--- src/rtl/fetch_loader_ctrl.sv ---
// Instruction-fetch sequencer: assembles big-endian words from a host byte stream,
// writes them to instruction memory, then runs or single-steps the program until HALT.
module fetch_loader_ctrl #(
    parameter int INSTRUCTION_LENGTH = 32,
    parameter int PC_LENGTH          = 32,
    parameter int MEM_DEPTH          = 256,
    parameter logic [INSTRUCTION_LENGTH-1:0] HALT_WORD = 32'hFFFF_FFFF
) (
    input  logic                          clk,
    input  logic                          reset,
    input  logic [7:0]                    rx_data,
    input  logic                          rx_valid,
    output logic                          rx_ready,
    input  logic [INSTRUCTION_LENGTH-1:0] instruction,
    output logic                          mips_enable,
    output logic                          pc_enable,
    output logic [INSTRUCTION_LENGTH-1:0] instruction_to_write,
    output logic [PC_LENGTH-1:0]          address_to_write,
    output logic [15:0]                   loaded_words,
    output logic                          overflow,
    output logic                          halted
);

    typedef enum logic [2:0] {
        S_IDLE   = 3'd0,
        S_LOAD   = 3'd1,
        S_WRITE  = 3'd2,
        S_RUN    = 3'd3,
        S_STEP   = 3'd4,
        S_HALTED = 3'd5
    } state_t;

    localparam logic [15:0] DEPTH_WORDS = 16'(MEM_DEPTH);

    state_t                          state_q, state_d;
    logic [1:0]                      byte_cnt_q, byte_cnt_d;
    logic [INSTRUCTION_LENGTH-1:0]   word_q, word_d;
    logic [15:0]                     word_idx_q, word_idx_d;
    logic                            overflow_q, overflow_d;
    logic [INSTRUCTION_LENGTH-1:0]   itw_q, itw_d;
    logic [PC_LENGTH-1:0]            atw_q, atw_d;
    logic                            mips_enable_q, mips_enable_d;
    logic                            rx_ready_q, rx_ready_d;
    logic                            halted_q, halted_d;
    logic                            accept_s;
    logic                            halt_seen_s;

    assign accept_s    = rx_valid & rx_ready_q;
    assign halt_seen_s = (instruction == HALT_WORD);

    // Next-state, datapath and registered-output computation
    always_comb begin
        state_d    = state_q;
        byte_cnt_d = byte_cnt_q;
        word_d     = word_q;
        word_idx_d = word_idx_q;
        overflow_d = overflow_q;
        itw_d      = itw_q;
        atw_d      = atw_q;
        case (state_q)
            S_IDLE: begin
                if (accept_s) begin
                    case (rx_data)
                        8'h01: begin
                            state_d    = S_LOAD;
                            word_idx_d = 16'd0;
                            byte_cnt_d = 2'd0;
                            overflow_d = 1'b0;
                        end
                        8'h02:   state_d = S_RUN;
                        8'h03:   state_d = S_STEP;
                        default: state_d = S_IDLE;
                    endcase
                end else begin
                    state_d = S_IDLE;
                end
            end
            S_LOAD: begin
                if (accept_s) begin
                    word_d = {word_q[INSTRUCTION_LENGTH-9:0], rx_data};
                    if (byte_cnt_q == 2'd3) begin
                        byte_cnt_d = 2'd0;
                        // A full memory drops the word entirely instead of wrapping the address
                        if (word_idx_q == DEPTH_WORDS) begin
                            overflow_d = 1'b1;
                            state_d    = S_IDLE;
                        end else begin
                            itw_d   = {word_q[INSTRUCTION_LENGTH-9:0], rx_data};
                            atw_d   = PC_LENGTH'({word_idx_q, 2'b00});
                            state_d = S_WRITE;
                        end
                    end else begin
                        byte_cnt_d = byte_cnt_q + 2'd1;
                    end
                end else begin
                    state_d = S_LOAD;
                end
            end
            S_WRITE: begin
                word_idx_d = word_idx_q + 16'd1;
                if (itw_q == HALT_WORD) begin
                    state_d = S_IDLE;
                end else begin
                    state_d = S_LOAD;
                end
            end
            S_RUN: begin
                if (halt_seen_s) begin
                    state_d = S_HALTED;
                end else begin
                    state_d = S_RUN;
                end
            end
            S_STEP: begin
                if (halt_seen_s) begin
                    state_d = S_HALTED;
                end else begin
                    state_d = S_IDLE;
                end
            end
            S_HALTED: state_d = S_HALTED;
            default:  state_d = S_IDLE;
        endcase
        mips_enable_d = (state_d != S_WRITE);
        rx_ready_d    = (state_d == S_IDLE) || (state_d == S_LOAD) || (state_d == S_HALTED);
        halted_d      = (state_d == S_HALTED);
    end

    // State and output registers with synchronous reset
    always_ff @(posedge clk) begin
        if (reset) begin
            state_q       <= S_IDLE;
            byte_cnt_q    <= 2'd0;
            word_q        <= '0;
            word_idx_q    <= 16'd0;
            overflow_q    <= 1'b0;
            itw_q         <= '0;
            atw_q         <= '0;
            mips_enable_q <= 1'b1;
            rx_ready_q    <= 1'b0;
            halted_q      <= 1'b0;
        end else begin
            state_q       <= state_d;
            byte_cnt_q    <= byte_cnt_d;
            word_q        <= word_d;
            word_idx_q    <= word_idx_d;
            overflow_q    <= overflow_d;
            itw_q         <= itw_d;
            atw_q         <= atw_d;
            mips_enable_q <= mips_enable_d;
            rx_ready_q    <= rx_ready_d;
            halted_q      <= halted_d;
        end
    end

    // PC advance follows the fetched instruction within the same cycle
    always_comb begin
        if (reset) begin
            pc_enable = 1'b0;
        end else if ((state_q == S_RUN) || (state_q == S_STEP)) begin
            pc_enable = !halt_seen_s;
        end else begin
            pc_enable = 1'b0;
        end
    end

    assign rx_ready             = rx_ready_q;
    assign mips_enable          = mips_enable_q;
    assign instruction_to_write = itw_q;
    assign address_to_write     = atw_q;
    assign loaded_words         = word_idx_q;
    assign overflow             = overflow_q;
    assign halted               = halted_q;

endmodule
--- config.mk ---
export PLATFORM = sky130hd
export DESIGN_NAME = fetch_loader_ctrl
export DESIGN_NICKNAME = d
export VERILOG_FILES = /design/src/rtl/fetch_loader_ctrl.sv
export SDC_FILE = /design/constraint.sdc
export NUM_CORES = 1
export LEC_CHECK = 0
export CAP_MARGIN = 10
export CELL_PAD_IN_SITES_DETAIL_PLACEMENT = 0
export CELL_PAD_IN_SITES_GLOBAL_PLACEMENT = 1
export CORE_MARGIN = 2
export CORE_UTILIZATION = 45
export CTS_CLUSTER_DIAMETER = 80
export DETAILED_ROUTE_END_ITERATION = 12
export DONT_BUFFER_PORTS = 1
export PLACE_DENSITY = 0.8
export SYNTH_ARGS = -nofsm -noshare
export SYNTH_HDL_FRONTEND = slang
export SYNTH_SLANG_ARGS = --single-unit
--- constraint.sdc ---
create_clock -name clk -period 2.4 [get_ports clk]
set_clock_uncertainty 0.15 [all_clocks]
set_input_delay 0.36 -clock clk [delete_from_list [all_inputs] [get_ports clk]]
set_output_delay 0.36 -clock clk [all_outputs]
set_load 0.02 [all_outputs]
After elaboration in Yosys (flattened, before gate mapping). Cells that the tools add are included.

Input port bits: 43. Output and inout port bits: 85. Flip-flop bits (word level): 97. Word-level logic and storage cells: 72.

$add $sub $neg: 2. Muxes and demuxes: 25. Reductions and logical operators: 13. Eq/ne operators: 20. Bitwise gates (word level): 2.

Operators by type and width (count): 32-bit equality test, second input constant (2); 16-bit 2-to-1 mux (2); 16-bit case mux with 2 select lines (1); 3-bit case mux with 6 select lines (1); 16-bit by 1-bit adder with 16-bit output, second input constant (1); 16-bit by 9-bit equality test with 1-bit output, second input constant (1); 8-bit by 2-bit equality test with 1-bit output, second input constant (2); 3-bit 2-to-1 mux (5); 2-bit 2-to-1 mux (5); 3-bit equality test, second input constant (3); 3-bit case mux with 3 select lines (1); 8-bit by 1-bit equality test with 1-bit output, second input constant (1); 1-bit 2-to-1 mux (8); 2-bit != test, second input constant (4); 4-bit AND reduction (2); 3-bit by 1-bit equality test with 1-bit output, second input constant (2); 3-bit by 2-bit equality test with 1-bit output, second input constant (2); 3-bit logical NOT (2); 6-bit AND reduction (1); 2-bit case mux with 2 select lines (1); 2-bit nonzero test (2); 1-bit logical OR (3); 3-bit by 2-bit != test with 1-bit output, second input constant (1); 3-bit AND reduction (1); 8 further kinds (8).

Logic depth before layout (Yosys ltp). Gate-level depths: netlist (run 1).

Depth in word-level cells: 8. Depth in mapped cells: 10. Gate-level depth less buffers: 7.

Worst setup path after synthesis (run 1). OpenSTA, ideal clock, no wires.

Kind: register -> register. From: reg word_idx_q[0] (netlist: loaded_words[0]). To: reg itw_q[2] (netlist: instruction_to_write[2]). Path buffers: 2. Setup slack: 307 ps. Arrival: 1872 ps. Stages on the path, launching flop included: 10. Required time: 2180 ps. Period minus slack after synthesis: 2093 ps. Setup time: 70 ps. Cells stage by stage: dfxtp_1 -> inv_1 -> ha_1 -> nor4b_1 -> nand4_1 -> nand3_1 -> clkbuf_1 -> clkbuf_1 -> nand2_1 -> a21oi_1.

Word-level cells in the longest chain between the ends: 3.

Ends and longest elaborated chain: start, declared (line 38) `logic [15:0] word_idx_q, word_idx_d;`; start signal, assigned (line 146) `word_idx_q <= word_idx_d;`; 16-bit by 9-bit equality test with 1-bit output (line 84) `if (word_idx_q == DEPTH_WORDS) begin`; 1-bit inverter (no line); 4-bit AND reduction (no line); end signal, assigned (line 148) `itw_q <= itw_d;`; end, declared (line 40) `logic [INSTRUCTION_LENGTH-1:0] itw_q, itw_d;`.

Every way passes these cells. A chain may end at the register's enable or synchronous reset.

Final worst setup path (run 1).
From: reg state_q[0]. To: reg mips_enable_q (netlist: mips_enable).

Word-level cells in the longest chain between the ends: 4.

Ends and longest elaborated chain: start, declared (line 35) `state_t state_q, state_d;`; start signal, assigned (line 143) `state_q <= state_d;`; 3-bit 2-to-1 mux (line 81) `if (byte_cnt_q == 2'd3) begin`; 3-bit 2-to-1 mux (line 79) `if (accept_s) begin`; 3-bit case mux with 6 select lines (*) (line 60) `case (state_q)`; 3-bit by 2-bit != test with 1-bit output (*) (line 124) `mips_enable_d = (state_d != S_WRITE);`; end signal, assigned (line 150) `mips_enable_q <= mips_enable_d;`; end, declared (line 42) `logic mips_enable_q, mips_enable_d;`.

Every way passes the cells marked *; elsewhere a longest branch is shown, timed or not.

==> run metrics, run 1 <==
sequential element share of the synthesized area=47.4%; total internal power=2.22 mW; final core utilization=53.8%; Worst EP arrival=2270 ps; PD cells=602 nW/um^2; post-detail-place hpwl=7540 um; CTS tree=built; TritonCTS Buffers=9; Cell Chain, Critical Path=nand4b_1 > or4_1 > o31ai_1 > o211ai_1 > or3_1; post-place setup slack=241 ps; largest net degree at the start of global routing=80; post-detailed-route wirelength per cell=16.7 um; instance count on the critical path=5; sequential group share of total power=56.7%; sinks on the clock net=97; CTS H-Tree Depth=3; insertion delay of the later-clocked pin in the worst-skew pair=360 ps; net count of the finished layout=600; standard-cell row count=34; length in cells of the worst reg-to-reg path=5; die width=99.4 um; Finished Cell Area=4720 sq um; Final ANT Viol Nets=0; Critical Path RT=2490 ps; sw frac=21.9%; die span in y=99.4 um; Via Count=3722; power share of the clock group=40.0%; startpoint type of the worst setup path=flop; Worst R2R End=mips_enable; RSZ-0062 raised after global routing=false; accumulated negative setup slack=0 ps; Port Buffer Count=0; Logic pwr share=3.3%; Max transition margin=59.6%; maximum operating frequency=0.458 GHz; number of antenna violations at the first check in global routing=0; First DRT Iteration DRCs=186; share of the clock period used by the worst path after layout=90.9%; clock-pin slew on the worst setup and hold paths=90 ps; antenna diode count=0; hold violation count in the final report=0; worst reg2reg startpoint=state_q[0]; slowest stage cell on the critical path=or4_1; Sw Pwr=0.622 mW; maximum clock insertion buffer count=2; fraction of final layout cells with drive strength greater than 1=11.8%; leakage power=1.61 nW; routed wire length=11200 um; Final Slew Violations=0; gate family responsible for the most delay along the worst path=simple AND/OR/NAND/NOR gates; global-route wire length before repair=17600 um; die area=9890 sq um; number of synthesized flops with an enable pin=0; minimum setup slack among reg-to-reg paths=220 ps; termination of the worst setup path=mips_enable; worst voltage drop across the vdd grid=0.434 mV; Boundary Pins=128; Vias per Instance=5.59; placed inst area=4400 sq um; initial standard-cell utilization of the core=46.8%; Distinct cells, synth=40; max_cap viols=0; leading cell types in the layout, fill and taps excluded=nand2_1, dfxtp_1, a21oi_1, buf_4, nand4_1; synthesis-stage register bit count=97; post-CTS setup buffer count=0; kind of capture point of the worst setup path=flop; first drt pass iteration count=4; most common library cell in the layout ignoring fill and taps=nand2_1; status=finished clean; start-to-end type of the worst setup path=flop to flop; clock root buffer=clkbuf_8; post-detailed-route DRC marker count=0; HP Class=primary input to flop; Area Growth Syn to Fin=15.1%; dominant register cell in the synthesized netlist=dfxtp_1; WHS=27.8 ps; buffers and inverters on the worst path=0; crit path setup slack, layout=218 ps; placeable core region=8760 sq um; yosys synthesis warning count=0; CP startpoint=state_q[0]; Hold Path Origin=reset; RePlAce Congestion=0.913; Overall Global Routing Usage=22.7%; Max FO, Critical Path=10; vias in the first global route=3402; Largest stage delay, worst path=560 ps; min Tclk post-route=2180 ps; proportion of synthesized flip-flops having asynchronous set or reset=0%; residual overflow from global routing=0; Post-Synthesis Cell Area=4100 sq um; transition time at the pin with the least slew margin=598 ps; post-synthesis cell count=520; number of failing setup endpoints in the final timing report=0; mean cell area of the mapped netlist=7.88 sq um
## final cells by class
type | instances | area (sq um)
fillers | 871 | 4050
inverters | 8 | 30.0
well taps | 108 | 135
repair buffers | 55 | 465
multi-input cells | 383 | 1940
clock inverters | 6 | 83.8
flip-flops and latches | 97 | 1940
clock buffers | 9 | 124
## registers in the layout, summed over array words and instances, names as in the netlist
signal	count
address_to_write	16
byte_cnt_q	2
halted	1
instruction_to_write	32
loaded_words	16
mips_enable	1
overflow	1
rx_ready	1
state_q	3
word_q	24
## how the worst min path moves through the flow
stage                                     endpoint  depth (start not counted)
after global routing              loaded_words[15]                          2
after global placement    instruction_to_write[31]                          2
after floorplan           instruction_to_write[24]                          2
after CTS                          loaded_words[7]                          2
final                              loaded_words[9]                          2
after detailed placement  instruction_to_write[31]                          2
## metrics by stage
step                      std cells  power (mW)
after floorplan                 535        1.73
after global placement          642        1.70
after detailed placement        642        1.70
after CTS                       666        2.87
after global routing            666        2.95
final                           666        2.84
## synthesized netlist by cell type (5+ instances only)
| cell type | n | area (sq um) |
|---|---|---|
| nand2_1 | 167 | 627 |
| nor4_1 | 12 | 75.1 |
| nand3_1 | 7 | 35.0 |
| clkbuf_1 | 22 | 82.6 |
| inv_1 | 7 | 26.3 |
| o31ai_1 | 5 | 37.5 |
| mux2i_1 | 9 | 90.1 |
| dfxtp_1 | 97 | 1940 |
| nand4_1 | 19 | 119 |
| buf_4 | 18 | 135 |
| or4_1 | 7 | 52.6 |
| or3_1 | 11 | 68.8 |
| buf_2 | 7 | 35.0 |
| nor2_1 | 6 | 22.5 |
| a21oi_1 | 82 | 410 |
## metal layers
layer,GRT usage [%],vias up,share of wire (%)
li1,-,1827,-
met1,32.5,1730,46
met2,33.5,159,45
met3,6.89,6,8.8
met4,5.58,0,0.65
met5,0,-,0
## kinds of logic after synthesis
group	after synthesis	share of synthesized area, %
and+or+nand+nor	254	28.9
muxes	9	2.20
other	1	0.0915
DFF	97	47.4
buffers and inverters	55	6.90
AOI/OAI and AO/OA	101	13.6
adders and majority gates	3	0.916
## power by group through the flow
| stage | clock network (mW) | logic, mW | registers, mW |
|---|---|---|---|
| 6_report | 1.13 | 0.0935 | 1.61 |
| 4_1_cts | 1.16 | 0.0930 | 1.61 |
| 5_1_grt | 1.24 | 0.100 | 1.61 |
| 3_5_place_dp | 0 | 0.0526 | 1.65 |
| 2_1_floorplan | 0 | 0.0807 | 1.65 |
| 3_3_place_gp | 0 | 0.0523 | 1.65 |
## timing repair
action	in CTS	in global routing
hold endpoints to repair	79	0
hold buffers	9	0
resized for setup	0	0
## worst register-to-register path, cell delays in order (launching register included)
cell and delay [ps]:
dfxtp_1 400, nand4b_1 200, or4_1 560, o31ai_1 260, o211ai_1 180, or3_1 330
Note: power is estimated with default switching activity, not from simulation.
==> inputs of run 2 (changes only) <==
Settings changed: CORE_UTILIZATION 45 to 48, PLACE_DENSITY 0.8 to 0.84.
Clock period 2.4 ns to 2.7 ns, I/O delays scaled along.
==> run metrics, run 2 (synthesis results as in run 1) <==
first drt pass iteration count=4; crit path setup slack, layout=293 ps; TritonCTS Buffers=9; initial standard-cell utilization of the core=49.6%; post-detailed-route DRC marker count=0; sequential group share of total power=58.9%; min Tclk post-route=2410 ps; transition time at the pin with the least slew margin=821 ps; residual overflow from global routing=0; maximum operating frequency=0.415 GHz; minimum setup slack among reg-to-reg paths=290 ps; sw frac=25.4%; global-route wire length before repair=16200 um; Overall Global Routing Usage=23.0%; Vias per Instance=5.67; maximum clock insertion buffer count=2; die width=96.4 um; total area of multi-input combinational cells=1940 sq um; fraction of final layout cells with drive strength greater than 1=7.94%; RePlAce Congestion=0.849; Final Slew Violations=0; Sw Pwr=0.617 mW; kind of capture point of the worst setup path=flop; Max FO, Critical Path=10; max_cap viols=0; First DRT Iteration DRCs=181; share of the clock period used by the worst path after layout=89.1%; Worst EP arrival=2550 ps; start-to-end type of the worst setup path=flop to flop; net count of the finished layout=570; most common library cell in the layout ignoring fill and taps=nand2_1; clock-pin slew on the worst setup and hold paths=100 ps; met3 routed WL=1050 um; startpoint type of the worst setup path=flop; leakage power=1.44 nW; Boundary Pins=128; Area Growth Syn to Fin=8.64%; Seq. cell area=1940 sq um; die span in y=96.4 um; routed wire length=10400 um; sinks on the clock net=97; post-place setup slack=298 ps; number of standard cells in the layout, taps in and fillers out=634; post-detail-place hpwl=7280 um; M1 WL=4720 um; antenna diode count=0; accumulated negative setup slack=0 ps; PD cells=546 nW/um^2; die area=9290 sq um; top routing layer in use=met4; total internal power=1.81 mW; Critical Path RT=2840 ps; max FFs per register=32; vias in the first global route=3236; placeable core region=8260 sq um; Max transition margin=45.0%; Via Count=3593; power share of the clock group=38.2%; CTS tree=built; cell count after placement=614; hold violation count in the final report=0; insertion delay of the later-clocked pin in the worst-skew pair=370 ps; final core utilization=53.9%; fillcell total=810; worst voltage drop across the vdd grid=0.376 mV; number of failing setup endpoints in the final timing report=0; Port Buffer Count=0; status=finished clean; standard-cell row count=33; Logic pwr share=2.9%; CTS H-Tree Depth=3; HP Class=primary input to flop; RSZ-0062 raised after global routing=false; wire length on met2=4550 um; placed inst area=4200 sq um; post-detailed-route wirelength per cell=16.5 um; clock root buffer=clkbuf_8; largest net degree at the start of global routing=80; Final ANT Viol Nets=0; number of antenna violations at the first check in global routing=0; Finished Cell Area=4450 sq um; leading cell types in the layout, fill and taps excluded=nand2_1, dfxtp_1, a21oi_1, buf_4, nand4_1
run 2: cell count changes in the layout (fill, tap and decap cells not counted), sizes merged:
cell / previous run / this run
buf: 47 / 22
inv: 7 / 10
bufinv: 2 / 0
dlygate4sd3: 8 / 3
run 2: timing repair:
action,in CTS,in global routing
hold buffers,4,0
buffers inserted,0,0
resized for setup,0,0
endpoints found under the hold margin,79,0
run 2: worst max-delay path, stage by stage (launching register included):
cell and delay, ps:
dfxtp_1 380, nor4_1 520, a31oi_1 420, buf_4 300, or4_1 400, a21oi_1 160
run 2: stage by stage:
step / hold slack [ps] / power [mW]
2_1_floorplan: 282 / 1.54
3_3_place_gp: 283 / 1.51
3_5_place_dp: 290 / 1.51
4_1_cts: 0.360 / 2.45
5_1_grt: 6.31 / 2.51
6_report: 15.2 / 2.43
run 2: cell type report:
cell class                 instances  area share [%]
inverter                           8           0.675
multi-input combinational        383            43.5
clock inverter                     7            1.66
sequential                        97            43.6
clock buffer                       9            2.78
timing repair buffer              25            4.83
tap                              105            2.95
run 2: power by group through the flow:
stage               Combinational (mW)  Clock [mW]  Sequential (mW)
CTS                             0.0702       0.947             1.43
global route                    0.0777       0.998             1.43
detailed placement              0.0440           0             1.46
floorplan                       0.0718           0             1.47
finish                          0.0704       0.927             1.43
global placement                0.0437           0             1.46
run 2: worst paths after layout:
kind,startpoint,endpoint,cells after the start
worst max-delay path,state_q[2],loaded_words[4],5
worst min-delay path,rx_data[5],word_q[5],2
worst max register to register,state_q[2],loaded_words[4],5
worst min register to register,word_q[16],instruction_to_write[24],2
run 2: routing by layer:
| metal | vias to the layer above | track usage (%) |
|---|---|---|
| met5 | - | 0 |
| met2 | 150 | 34.4 |
| li1 | 1767 | - |
| met4 | 0 | 7.75 |
| met1 | 1666 | 32.1 |
| met3 | 10 | 6.21 |
